## src/rtl/uart_alu_top.sv

```systemverilog
// rtl/uart_alu_top.sv - UART ALU top: 8N1 UART, packet parser, 32-bit add/mul unit
//
// The host sends packets on rx_i. Depending on the opcode, the block echoes the
// payload or returns a 32-bit add/mul result on tx_o. Unknown opcodes are parsed
// and their payload is discarded.
// Optional feature macro: UART_ALU_MUL_EN enables opcode 0x11 and its iterative
// shift-add multiplier. Without it, 0x11 is handled as an unknown opcode.
//
// Parameters:
//   PRESCALE_P - UART prescale; bit period is PRESCALE_P*8 clocks
// Ports:
//   clk  - sole clock, rising edge
//   rst  - synchronous active-high reset
//   rx_i - serial in from host, 8N1, LSB first, idle high (double-flop synchronised)
//   tx_o - serial out to host, 8N1, LSB first, idle high
module uart_alu_top #(
  parameter int PRESCALE_P = 31
) (
  input  logic clk,
  input  logic rst,
  input  logic rx_i,
  output logic tx_o
);
  localparam int BIT_CLKS  = PRESCALE_P * 8;
  localparam int HALF_CLKS = PRESCALE_P * 4;
  localparam logic [15:0] BIT_M1  = 16'(BIT_CLKS - 1);
  localparam logic [15:0] HALF_M1 = 16'(HALF_CLKS - 1);

  typedef enum logic [2:0] {S_IDLE, S_RSVD, S_LEN_LO, S_LEN_HI, S_PAYLOAD, S_RESULT} state_t;

  // ---------------- receiver ----------------
  logic        rx_m, rx_s, rx_d;
  logic        rx_busy;
  logic [15:0] rx_cnt;
  logic [3:0]  rx_bit;
  logic [7:0]  rx_sh, rx_data;
  logic        rx_pend;
  logic        consume;

  // Start is a falling edge, so a framing-error byte whose stop bit is still low
  // cannot retrigger the receiver until the line has returned high.
  always_ff @(posedge clk) begin
    if (rst) begin
      rx_m <= 1'b1; rx_s <= 1'b1; rx_d <= 1'b1;
      rx_busy <= 1'b0; rx_cnt <= '0; rx_bit <= '0;
      rx_sh <= '0; rx_data <= '0; rx_pend <= 1'b0;
    end else begin
      rx_m <= rx_i;
      rx_s <= rx_m;
      rx_d <= rx_s;
      if (consume) rx_pend <= 1'b0;
      if (!rx_busy) begin
        if (rx_d && !rx_s) begin
          rx_busy <= 1'b1;
          rx_cnt  <= HALF_M1;
          rx_bit  <= '0;
        end
      end else if (rx_cnt != 16'd0) begin
        rx_cnt <= rx_cnt - 16'd1;
      end else begin
        rx_cnt <= BIT_M1;
        rx_bit <= rx_bit + 4'd1;
        if (rx_bit == 4'd0) begin
          if (rx_s) rx_busy <= 1'b0;          // glitch, not a real start bit
        end else if (rx_bit != 4'd9) begin
          rx_sh <= {rx_s, rx_sh[7:1]};
        end else begin
          rx_busy <= 1'b0;
          if (rx_s) begin                     // good stop bit: byte valid, overwrites any unconsumed byte
            rx_data <= rx_sh;
            rx_pend <= 1'b1;
          end
        end
      end
    end
  end

  // ---------------- 4-entry TX FIFO ----------------
  logic [7:0] fifo_mem [4];
  logic [1:0] wr_ptr, rd_ptr;
  logic [2:0] fifo_cnt;
  logic       push, do_push, pop;
  logic [7:0] push_data;

  assign do_push = push && (fifo_cnt != 3'd4);   // push while full is dropped

  always_ff @(posedge clk) begin
    if (do_push) fifo_mem[wr_ptr] <= push_data;
  end

  always_ff @(posedge clk) begin
    if (rst) begin
      wr_ptr <= '0; rd_ptr <= '0; fifo_cnt <= '0;
    end else begin
      if (do_push) wr_ptr <= wr_ptr + 2'd1;
      if (pop) rd_ptr <= rd_ptr + 2'd1;
      fifo_cnt <= fifo_cnt + {2'b00, do_push} - {2'b00, pop};
    end
  end

  // ---------------- transmitter ----------------
  logic        tx_busy, tx_free;
  logic [15:0] tx_cnt;
  logic [3:0]  tx_bit;
  logic [8:0]  tx_sh;

  // Free at the last clock of the stop bit so the next byte follows with no gap.
  assign tx_free = !tx_busy || (tx_cnt == 16'd0 && tx_bit == 4'd9);
  assign pop     = tx_free && (fifo_cnt != 3'd0);

  always_ff @(posedge clk) begin
    if (rst) begin
      tx_o <= 1'b1; tx_busy <= 1'b0; tx_cnt <= '0; tx_bit <= '0; tx_sh <= '1;
    end else if (pop) begin
      tx_sh   <= {1'b1, fifo_mem[rd_ptr]};
      tx_o    <= 1'b0;
      tx_cnt  <= BIT_M1;
      tx_bit  <= '0;
      tx_busy <= 1'b1;
    end else if (tx_free) begin
      tx_busy <= 1'b0;
      tx_o    <= 1'b1;
    end else if (tx_cnt != 16'd0) begin
      tx_cnt <= tx_cnt - 16'd1;
    end else begin
      tx_cnt <= BIT_M1;
      tx_bit <= tx_bit + 4'd1;
      tx_o   <= tx_sh[0];
      tx_sh  <= {1'b1, tx_sh[8:1]};
    end
  end

  // ---------------- packet parser ----------------
  state_t      state, state_nx;
  logic [7:0]  opcode, len_lo;
  logic [15:0] len_full, pay_cnt;
  logic [1:0]  byte_idx, res_idx;
  logic [23:0] opnd;
  logic [31:0] operand, acc;
  logic        is_add, is_mul, is_echo, op_done, mul_busy;

  assign len_full = {rx_data, len_lo};
  assign operand  = {rx_data, opnd};            // completed little-endian operand
  assign is_add   = (opcode == 8'h10);
  assign is_echo  = (opcode == 8'hEC);
`ifdef UART_ALU_MUL_EN
  assign is_mul   = (opcode == 8'h11);
`else
  assign is_mul   = 1'b0;
  assign mul_busy = 1'b0;
`endif

  always_ff @(posedge clk) begin
    if (rst) state <= S_IDLE;
    else     state <= state_nx;
  end

  always_comb begin
    state_nx  = state;
    consume   = 1'b0;
    push      = 1'b0;
    push_data = rx_data;
    op_done   = 1'b0;
    case (state)
      S_IDLE:   if (rx_pend) begin consume = 1'b1; state_nx = S_RSVD;   end
      S_RSVD:   if (rx_pend) begin consume = 1'b1; state_nx = S_LEN_LO; end
      S_LEN_LO: if (rx_pend) begin consume = 1'b1; state_nx = S_LEN_HI; end
      S_LEN_HI: if (rx_pend) begin
        consume = 1'b1;
        if (len_full > 16'd4)     state_nx = S_PAYLOAD;
        else if (is_add || is_mul) state_nx = S_RESULT;
        else                       state_nx = S_IDLE;
      end
      S_PAYLOAD: if (rx_pend && !mul_busy) begin
        consume = 1'b1;
        push    = is_echo;
        op_done = (byte_idx == 2'd3);
        if (pay_cnt == 16'd1) state_nx = (is_add || is_mul) ? S_RESULT : S_IDLE;
      end
      S_RESULT: if (!mul_busy) begin
        push      = 1'b1;
        push_data = 8'(acc >> {res_idx, 3'b000});
        if (res_idx == 2'd3) state_nx = S_IDLE;
      end
      default: state_nx = S_IDLE;
    endcase
  end

`ifdef UART_ALU_MUL_EN
  logic [31:0] mcand, mplier, prod;
  logic [5:0]  mul_cnt;
`endif

  always_ff @(posedge clk) begin
    if (rst) begin
      opcode <= '0; len_lo <= '0; pay_cnt <= '0; byte_idx <= '0;
      res_idx <= '0; opnd <= '0; acc <= '0;
`ifdef UART_ALU_MUL_EN
      mcand <= '0; mplier <= '0; prod <= '0; mul_cnt <= '0; mul_busy <= 1'b0;
`endif
    end else begin
      if (consume) begin
        case (state)
          S_IDLE: begin
            opcode <= rx_data;
`ifdef UART_ALU_MUL_EN
            acc <= (rx_data == 8'h11) ? 32'd1 : 32'd0;
`else
            acc <= 32'd0;
`endif
          end
          S_LEN_LO: len_lo <= rx_data;
          S_LEN_HI: begin
            pay_cnt  <= len_full - 16'd4;     // only used when LEN > 4
            byte_idx <= '0;
          end
          S_PAYLOAD: begin
            pay_cnt  <= pay_cnt - 16'd1;
            byte_idx <= byte_idx + 2'd1;
            opnd     <= {rx_data, opnd[23:8]};
          end
          default: ;
        endcase
      end
      if (op_done && is_add) acc <= acc + operand;
      if (state == S_RESULT && push) res_idx <= res_idx + 2'd1;
`ifdef UART_ALU_MUL_EN
      // Shift-add over 32 multiplier bits; result lands in acc on the final clock.
      if (op_done && is_mul) begin
        mcand    <= acc;
        mplier   <= operand;
        prod     <= '0;
        mul_cnt  <= 6'd32;
        mul_busy <= 1'b1;
      end else if (mul_busy) begin
        if (mul_cnt == 6'd0) begin
          acc      <= prod;
          mul_busy <= 1'b0;
        end else begin
          if (mplier[0]) prod <= prod + mcand;
          mcand   <= {mcand[30:0], 1'b0};
          mplier  <= {1'b0, mplier[31:1]};
          mul_cnt <= mul_cnt - 6'd1;
        end
      end
`endif
    end
  end

endmodule

```

## config.mk

```make
export PLATFORM = sky130hd
export DESIGN_NAME = uart_alu_top
export DESIGN_NICKNAME = d
export VERILOG_FILES = /design/src/rtl/uart_alu_top.sv
export SDC_FILE = /design/constraint.sdc
export NUM_CORES = 1
export LEC_CHECK = 0
export CORE_MARGIN = 2
export CORE_UTILIZATION = 40
export CTS_BUF_LIST = sky130_fd_sc_hd__clkbuf_8
export CTS_CLUSTER_SIZE = 14
export DETAILED_ROUTE_END_ITERATION = 8
export PLACE_DENSITY_LB_ADDON = 0.12
export SLEW_MARGIN = 10
export SYNTH_ARGS = -nofsm -noshare
export SYNTH_HDL_FRONTEND = slang
export SYNTH_SLANG_ARGS = --single-unit
```

## constraint.sdc

```tcl
create_clock -name clk -period 4.3 [get_ports clk]
set_input_delay 0.43 -clock clk [delete_from_list [all_inputs] [get_ports clk]]
set_output_delay 0.43 -clock clk [all_outputs]
set_load 0.05 [all_outputs]
```

# Word-level counts from Yosys, hierarchy flattened
# Memory sizes are Yosys's and may differ from the RTL's. A register that Yosys moved wholly into a read port is not among the register bits.
# Index checks and enable logic that the tools add are counted.
[totals] regBits=173 mem_count=1 inputBits=3 out_inout_bits=1 ramBits=32
[mem_list] memory="fifo_mem" words=4 width=8 read_ports=1 rd_clocked_by_memory_dff=1 wr=1 line_no="79" text="logic [7:0] fifo_mem [4];"
[classes] n_reduce_logical=33 mux=55 eq_ne=24 addsub=13 n_lt_le_gt_ge=1 bitwise=5 n_shift=1
[ops] op="2-to-1 mux 32 bit" n=3
[ops] op="2-to-1 mux 16 bit" n=4
[ops] op="2-to-1 mux 8 bit" n=6
[ops] op="subtractor 16 x 1 -> 16 bit, second input constant" n=3
[ops] op="adder 32 bit" n=1
[ops] op="one-hot mux 16 bit (2 select lines)" n=1
[ops] op="nonzero test 16 bit" n=2
[ops] op=">> shifter 32 x 5 -> 8 bit" n=1
[ops] op="2-to-1 mux 3 bit" n=9
[ops] op="2-to-1 mux 1 bit" n=24
[ops] op="inequality test 2 bit, second input constant" n=10
[ops] op="one-hot mux 3 bit (6 select lines)" n=1
[ops] op="== test 16 x 1 -> 1 bit, second input constant" n=1
[ops] op="> comparator 16 x 3 -> 1 bit, second input constant" n=1
[ops] op="zero test 16 bit" n=1
[ops] op="AND reduction 2 bit" n=8
[ops] op="subtractor 16 x 3 -> 16 bit, second input constant" n=1
[ops] op="2-to-1 mux 4 bit" n=3
[ops] op="nonzero test 2 bit" n=5
[ops] op="adder 2 x 1 -> 2 bit, second input constant" n=4
[ops] op="adder 4 x 1 -> 4 bit, second input constant" n=2
[ops] op="== test 8 x 5 -> 1 bit, second input constant" n=1
[ops] op="== test 8 bit, second input constant" n=1
[ops] op="AND reduction 7 bit" n=1
[ops] op="23 further kinds" n=38

# Depth between registers and ports, before layout
[logic_depth] depth_word=9 mapped_depth=17

# Worst setup path after synthesis
# Ideal clock, no wire load.
[synth_timing] path_kind="register -> register" from="register tx_cnt[6]" to="register fifo_cnt[2]" slack_ps=714 t_arrival_ps=3458 setup_time_ps=128 stages_incl_launch_ff=16 t_required_ps=4172 path_cell_list="dfxtp_1 > or4_1 > or4_1 > or4_4 > o21ai_4 > o31a_2 > buf_6 > buf_12 > ha_1 > inv_1 > ha_1 > inv_1 > fa_1 > xor2_1 > xnor2_1 > nor2_1"
[synth_between] elab_chain_cells=5
[synth_rtl] element="start: declaration" line_no="103" text="logic [15:0] tx_cnt;"
[synth_rtl] element="start signal: assignment" line_no="124" text="tx_cnt <= tx_cnt - 16'd1;"
[synth_rtl] element="zero test 16 bit" line_no="108" text="assign tx_free = !tx_busy || (tx_cnt == 16'd0 && tx_bit == 4'd9);"
[synth_rtl] element="logical AND 1 bit" line_no="108"
[synth_rtl] element="logical OR 1 bit" line_no="108"
[synth_rtl] element="logical AND 1 bit" line_no="109" text="assign pop = tx_free && (fifo_cnt != 3'd0);"
[synth_rtl] element="named net pop" line_no="82" text="logic push, do_push, pop;"
[synth_rtl] element="subtractor 3 x 1 -> 3 bit" line_no="97" text="fifo_cnt <= fifo_cnt + {2'b00, do_push} - {2'b00, pop};"
[synth_rtl] element="end signal: assignment" line_no="97"
[synth_rtl] element="end: declaration" line_no="81" text="logic [2:0] fifo_cnt;"
# The timed path passes the listed nets, and every way through them passes these cells.
# A chain may end at the register's enable or synchronous reset.

# Final worst setup path
[layout_timing] from="register tx_cnt[6]" to="register fifo_cnt[2]"
[layout_between] elab_chain_cells=5
[layout_rtl] element="zero test 16 bit" line_no="108"
[layout_rtl] element="logical AND 1 bit" line_no="108"
[layout_rtl] element="logical OR 1 bit" line_no="108"
[layout_rtl] element="logical AND 1 bit" line_no="109"
[layout_rtl] element="subtractor 3 x 1 -> 3 bit" line_no="97"
# Every way passes these cells.

==> reports/qor.txt <==
run status: completed
clock-pin transition on the worst setup and hold timing paths: 60 ps
FMAX: 0.282 GHz
initial core utilization: 0.409
Worst Tran Pin Value: 1200 ps
largest net degree at the start of global routing: 57
DP Wirelength: 17,300 microns
Clock Latency Late Sink: 530 ps
hold buffer count at cts: 0
DR vias/cell: 5.45
core area: 26,100 sq um
fin crit period: 3540 ps
max_cap viols: 0
Main synth FF type: dfxtp_1
root buf cell: clkbuf_8
number of enable flip-flop cells after synthesis: 32
# clock sinks: 207
Slew Limit Headroom: 0.198
RSZ-0062 raised after global routing: false
Final Setup Violations: 0
Mapped Avg Cell Area: 8.86 sq um
vias in the first global route: 7,995
#FFs+latches synth: 207
largest area contributor in the netlist: dfxtp_1
initial antenna violation count: 0
Syn Inst Count: 1,208
distinct cell type count after synthesis: 66
first-pass GRT wire length: 42,200 microns
Seq/Total Area, Yosys: 0.417
CTS tree: yes
CTS Buffer Depth: 3
syn_nets: 1,264
worst clock skew: 22.0 ps
Rows: 59
Yosys Warn Count: 0
Routed Antenna Nets: 0
Final Slew Violations: 0
Initial DRC Count: 570
Ports: 4
die area: 28,100 sq um
worst hold path cell count: 1
routed via count: 8,469
total wire length: 25,700 microns
Async S/R FF share, synth: 0
GRT Total Usage: 0.184
detailed-route DRC error count: 0
hold_ws: 405 ps
count leader, synth: dfxtp_1
final hold vios: 0
CTS resizes: 0
total CTS buffers: 37
top post-synthesis cells by area: dfxtp_1, edfxtp_1, ha_1
total grt overflow: 0
H-tree depth: 2
Post-CTS Setup Inserts: 0
number of iterations in the first detailed-routing pass: 5
Die W: 168 microns
post-synth top area share: 0.327
WS Path Type: flip-flop to flip-flop
ANT cells: 0
setup TNS: 0 ps
worst hold path type: flip-flop to flip-flop
peak supply drop: 237 uV
Mapped Area: 10,700 sq um
Critical Path Fanout Max: 8
CP required: 4670 ps
average routed wire per standard cell: 16.5 microns
PwrDens: 400 nW/um^2
top cells by count, synth: dfxtp_1, nand2_1, nor2_1
utilization after layout: 0.445
Area growth, synth to finish: 8.74%
leakage: 0.00444 uW
fin nets: 1,250
global placement routability congestion: 0.830
Worst Setup Start Kind: flip-flop
share of layout cells above drive strength 1: 0.0877
Final period util: 0.824
Worst Setup End Kind: flip-flop
die height: 168 microns
CP Data Arrival Time: 3910 ps
R2R depth: 13
PortBufs: 3
[sequential cells by signal, summed over array words and instances (netlist names), 2 cells and up, named ones only]
signal,count
acc,32
fifo_mem,32
opnd,24
pay_cnt,16
rx_cnt,16
tx_cnt,16
len_lo,8
opcode,8
rx_data,8
rx_sh,8
tx_sh,8
rx_bit,4
tx_bit,4
fifo_cnt,3
state,3
byte_idx,2
rd_ptr,2
res_idx,2
wr_ptr,2
[final cells by class]
cell class / count / area, sq um
Timing Repair Buffer: 17 / 133
Clock inverter: 24 / 103
Fill cell: 2628 / 14500
Inverter: 33 / 124
Multi-Input combinational cell: 898 / 5830
Clock buffer: 41 / 564
Tap cell: 335 / 419
Sequential cell: 207 / 4460
[where the power goes]
group	internal [uW]	switching, uW
sequential	2080	132
combinational	344	410
clock	873	806
total	3300	1350
[per-layer routing]
layer,track usage,routed length [microns],vias to the layer above
met5,0,0,-
met4,0.0514,501,0
met3,0.0291,926,43
met2,0.308,12000,134
met1,0.247,12300,3968
li1,-,-,4324
[worst max-delay path, stage by stage (launching register included)]
cell,delay [ps]
dfxtp_1,330
or4_1,540
or4_1,430
or4_4,470
o21ai_4,250
o31a_2,200
ha_1,220
inv_1,60
ha_1,130
inv_1,40
fa_1,370
xor2_1,190
xnor2_1,130
nor2_1,50
[layout by cell type (no fill, tap or decap), drive strengths merged, types with 15 or more instances in the layout]
cell type,Yosys,layout
dfxtp,175,175
nand2,138,138
nor2,129,129
a21oi,115,115
ha,51,51
o21ai,50,50
inv,33,48
nor3,44,44
clkbuf,60,41
nand3,36,36
edfxtp,32,32
mux2i,30,30
xnor2,29,29
xor2,22,22
mux4,16,16
a211oi,15,15
buf,10,15
[stage by stage]
stage	instances	worst slack [ps]	area (sq um)	total power, uW
after floorplan	1208	714	10700	2890
after global placement	1490	776	11000	3020
after detailed placement	1490	750	11000	3020
after CTS	1555	746	11600	4720
after global routing	1555	544	11600	4930
final	1555	758	11600	4650
[final timing paths]
kind,to,from,slack (ps)
max,fifo_cnt[2]$_SDFF_PP0_,tx_cnt[6]$_SDFFE_PP0P_,760
min reg2reg,rx_s$_SDFF_PP1_,rx_m$_SDFF_PP1_,400
max reg2reg,fifo_cnt[2]$_SDFF_PP0_,tx_cnt[6]$_SDFFE_PP0P_,760
min,rx_s$_SDFF_PP1_,rx_m$_SDFF_PP1_,400
[logic make-up after synthesis]
family          Yosys count  synth area share
simple gates            443             0.191
compound gates          296             0.177
flops                   207             0.417
buf+inv                 103            0.0386
mux                      55            0.0712
fa+ha+maj                53            0.0634
xor+xnor                 51            0.0418
Note: power is estimated with default switching activity, not from simulation.
==> RTL edit 1 (same flow settings) <==
Encoding of `state_t`: now one-hot (6 bits for 6 states).
--- a/src/rtl/uart_alu_top.sv
+++ b/src/rtl/uart_alu_top.sv
@@ -26,7 +26,7 @@
   localparam logic [15:0] BIT_M1  = 16'(BIT_CLKS - 1);
   localparam logic [15:0] HALF_M1 = 16'(HALF_CLKS - 1);
 
-  typedef enum logic [2:0] {S_IDLE, S_RSVD, S_LEN_LO, S_LEN_HI, S_PAYLOAD, S_RESULT} state_t;
+  typedef enum logic [5:0] {S_IDLE = 6'b000001, S_RSVD = 6'b000010, S_LEN_LO = 6'b000100, S_LEN_HI = 6'b001000, S_PAYLOAD = 6'b010000, S_RESULT = 6'b100000} state_t;
 
   // ---------------- receiver ----------------
   logic        rx_m, rx_s, rx_d;
Formal check against the unedited RTL: same outputs for any inputs over 10 cycles, from zero or initial values and one cycle with rst high; not proved beyond that.
==> RTL edit 1 against the original RTL <==
Via count rose by 2.2%. Worst setup slack got worse by 0.44 ns. Synthesized area rose by 0.80%. Cell area rose by 1.8%. Sequential cell count rose by 3. Power rose by 3.9%. Utilization fell by 0.19 points. Wire length rose by 2.2%. Count of clock-buffer cells in the layout rose by 8. Clock power rose by 11%. Final cell count rose by 2.3%.
==> RTL edit 1: results (changes against the original RTL) <==
share of layout cells above drive strength 1 0.0896 (was 0.0877); hold path startpoint rst (was rx_m); first-pass GRT wire length 43700 um (was 42200 um); vias in the first global route 8250 (was 7995); overall fraction of global-route tracks in use 0.189 (was 0.184); DRT Wirelength 26300 um (was 25700 um); Peak VDD IR 0.000204 V (was 0.000237 V); Area after DPL 11100 sq um (was 11000 sq um); DP HPWL 17600 um (was 17300 um); Worst R2R Setup Slack 0.31 ns (was 0.76 ns); CTS Buf Count 40 (was 37); Slew @ Worst Pin 1.07 ns (was 1.20 ns); nets@finish 1276 (was 1250); status finished clean (unchanged); Critical-path top delay cell or4_4 (was or4_1); top post-synthesis cells by count dfxtp_1, nand2_1, nor2_1 (unchanged); Worst Hold Class in -> reg (was reg -> reg); Lkg Pwr 4.57 nW (was 4.44 nW); reg2reg start tx_cnt[8] (was tx_cnt[6]); DR iter-0 viols 497 (was 570); Clock Skew 0.0204 ns (was 0.0220 ns); largest net degree at the start of global routing 90 (was 57); area grow syn2layout 9.85% (was 8.74%); GPL Wtd Cong 0.875 (was 0.830); post-synthesis cell type count 74 (was 66)
==> RTL edit 1: cell types whose count changed after synthesis, moves of 6 or more <==
cell      before  now
nand2_1      138  161
a22o_1        13    1
o21ai_0       49   61
a31oi_1        8   18
or3_1          8   18
a211oi_1      15    6
nand3_1       36   28
xor2_1        22   15
clkbuf_1      59   53
o22ai_1        3    9
==> RTL edit 1: area by class of cell <==
| cell class | instances | share of cell area |
|---|---|---|
| inverters | 33 | 0.0105 |
| clock buffers | 49 | 0.0569 |
| flip-flops and latches | 210 | 0.382 |
| well taps | 341 | 0.0360 |
| repair buffers | 17 | 0.0112 |
| multi-input cells | 918 | 0.495 |
| clock inverters | 23 | 0.00803 |
==> RTL edit 1: worst min-delay path by stage <==
| stage | to | slack, ns | depth (start not counted) |
|---|---|---|---|
| finish | rd_ptr[0] | 0.42 | 2 |
| global route | rx_s | 0.45 | 1 |
| CTS | rx_data[7] | 0.40 | 2 |
| detailed placement | rx_s | 0.41 | 1 |
| global placement | tx_o | 0.43 | 2 |
| floorplan | rx_s | 0.39 | 1 |
==> RTL edit 1: cell families after synthesis <==
logic type,share of synthesized area
AO/OA/AOI/OAI,0.172
XOR/XNOR,0.0390
adder cells (fa/ha/maj),0.0629
buffers and inverters,0.0367
flip-flops,0.420
multiplexers,0.0687
AND/OR/NAND/NOR,0.201
==> RTL edit 1: layer usage <==
metal	vias to the layer above	track usage	wire (um)
met3	35	0.0362	1200
met4	0	0.0502	462
met1	4066	0.266	13100
met5	-	0	0
met2	159	0.299	11600
li1	4399	-	-
==> RTL edit 1: where the power goes <==
part	switching, mW	total (mW)	leakage, nW	internal (mW)
clock network	0.839	1.87	0.447	1.03
registers	0.134	2.25	1.74	2.11
logic	0.404	0.717	2.38	0.313
==> RTL edit 1: through the flow <==
| step | worst slack [ns] | std cells |
|---|---|---|
| floorplan | 0.262 | 1227 |
| global placement | 0.339 | 1519 |
| detailed placement | 0.294 | 1519 |
| CTS | 0.279 | 1591 |
| global route | 0.142 | 1591 |
| finish | 0.314 | 1591 |
==> RTL edit 2 (same flow settings) <==
Made on the original files. Build with the macro `UART_ALU_MUL_EN` defined.
--- a/src/rtl/uart_alu_top.sv
+++ b/src/rtl/uart_alu_top.sv
@@ -13,6 +13,8 @@
 //   rst  - synchronous active-high reset
 //   rx_i - serial in from host, 8N1, LSB first, idle high (double-flop synchronised)
 //   tx_o - serial out to host, 8N1, LSB first, idle high
+`define UART_ALU_MUL_EN
+
 module uart_alu_top #(
   parameter int PRESCALE_P = 31
 ) (
Formal check against the unedited RTL: no difference found for any inputs over 10 cycles, from zero or initial values and one cycle with rst high; that may be too few to reach the edited logic, so the function may still have changed.
==> RTL edit 2 against the original RTL <==
Critical path type unchanged. Critical path depth is 3 higher. Sequential power rose by 43%. First-iteration DRC count increased by 74%. Power increased by 46%. Synthesized area increased by 56%. Cell area up 57%. Worst setup slack got worse by 0.29 ns. Non-clock buffer count increased by 17. Clock skew rose by 0.0081 ns. Sequential cell count grew 103. Wire length up 80%.
==> RTL edit 2: results (changes against the original RTL) <==
share of layout cells above drive strength 1 0.0791 (was 0.0877); Pint 4.96 mW (was 3.30 mW); DRT Wirelength 46200 um (was 25700 um); Clock Skew 0.0301 ns (was 0.0220 ns); Layout Cells excl Fill 2567 (was 1555); Worst Hold Class in -> reg (was reg -> reg); via count 14371 (was 8469); top cells by area, synth dfxtp_1, nand2_1, ha_1 (was dfxtp_1, edfxtp_1, ha_1); dpl ws 0.457 ns (was 0.750 ns); average size of a mapped cell 8.21 sq um (was 8.86 sq um); first-pass GRT wire length 74900 um (was 42200 um); register area share after synthesis 0.392 (was 0.417); Lkg Pwr 7.05 nW (was 4.44 nW); initial antenna violation count 0 (unchanged); critical path type reg -> reg (unchanged); Mapped Nets 2117 (was 1264); met1 usage 0.285 (was 0.247); largest net degree at the start of global routing 123 (was 57); worst-path fanout max 9 (was 8); M2 GR Usage 0.340 (was 0.308); Peak VDD IR 0.000244 V (was 0.000237 V); CTS-repair resized insts 0 (unchanged); CTS H-tree depth 2 (unchanged); GPL Wtd Cong 0.908 (was 0.830); top post-synthesis cells by count nand2_1, dfxtp_1, nor2_1 (was dfxtp_1, nand2_1, nor2_1); DR iter-0 viols 989 (was 570); antenna diode count 0 (unchanged); status finished clean (unchanged); Synth Flop Type dfxtp_1 (unchanged); CTS Buf Count 57 (was 37); Clock Latency Late Sink 0.67 ns (was 0.53 ns); Root Driver clkbuf_8 (unchanged); post-synthesis cell type count 78 (was 66); area share of the largest cell type after synthesis 0.334 (was 0.327); placed cells 2464 (was 1490); met3 Resource Use GR 0.0424 (was 0.0291); fill count 4113 (was 2628); DP HPWL 31800 um (was 17300 um); Post-synth EDFFs 32 (unchanged); hold path startpoint rst (was rx_m); Slew @ Worst Pin 1.13 ns (was 1.20 ns); crit path DAT 4.37 ns (was 3.91 ns); Async S/R FF share, synth 0 (unchanged); overall fraction of global-route tracks in use 0.213 (was 0.184); reg2reg start tx_cnt[0] (was tx_cnt[6]); Setup Buffers After CTS 0 (unchanged)
[RTL edit 2: changes by cell type in the layout (fill, tap and decap cells not counted), moves of 34 or more]
cell	unedited run	this run
nand3_1	36	85
clkbuf_8	41	75
nand2_1	138	309
o21ai_0	49	102
dfxtp_1	175	278
nor2_1	129	213
a21oi_1	115	190
[RTL edit 2: cell families after synthesis]
group / count (synthesis) / synth area share
AO/OA/AOI/OAI: 524 / 0.197
XOR/XNOR: 86 / 0.0453
adder cells (fa/ha/maj): 87 / 0.0668
buffers and inverters: 171 / 0.0401
flip-flops: 310 / 0.392
multiplexers: 57 / 0.0469
AND/OR/NAND/NOR: 792 / 0.212
[RTL edit 2: worst max-delay path: stages (launching register included)]
cell     delay (ns)
dfxtp_1        0.34
inv_1          0.09
ha_1           0.17
or3b_2         0.47
or3_1          0.38
or3_4          0.41
o21ai_4        0.22
o31ai_1        0.26
inv_1          0.15
ha_1           0.23
inv_1          0.06
ha_1           0.13
inv_1          0.04
fa_1           0.37
xor2_1         0.18
xnor2_1        0.15
nor2_1         0.05
[RTL edit 2: routing by layer]
metal	wire length [um]	vias up
li1	-	7167
met2	20700	258
met5	0	-
met1	21900	6848
met4	1680	0
met3	2010	98
[RTL edit 2: path summary, 6_finish.rpt]
path | to | slack, ns | depth (start not counted)
min reg2reg | mplier[21] | 0.46 | 2
min | tx_cnt[6] | 0.16 | 2
max | fifo_cnt[2] | 0.47 | 16
max reg2reg | fifo_cnt[2] | 0.47 | 16
[RTL edit 2: final cells by class]
cell class,count,area (sq um),share of cell area
clock buffers,75,1030,0.0564
inverters,42,158,0.00862
flip-flops and latches,310,6530,0.357
multi-input cells,1546,9480,0.518
repair buffers,34,277,0.0151
well taps,532,666,0.0364
clock inverters,28,164,0.00896
[RTL edit 2: power by group through the flow]
stage | logic, mW | registers, mW | clock network, mW
5_1_grt | 0.792 | 3.19 | 3.16
3_5_place_dp | 0.701 | 3.23 | 0
2_1_floorplan | 0.597 | 3.19 | 0
3_3_place_gp | 0.697 | 3.23 | 0
4_1_cts | 0.700 | 3.17 | 3.03
6_report | 0.688 | 3.17 | 2.94
[RTL edit 2: stage by stage]
stage	utilization	instance area, sq um
5_1_grt	0.447	18300
2_1_floorplan	-	16600
3_3_place_gp	0.418	17100
4_1_cts	0.447	18300
6_report	0.447	18300
3_5_place_dp	0.418	17100
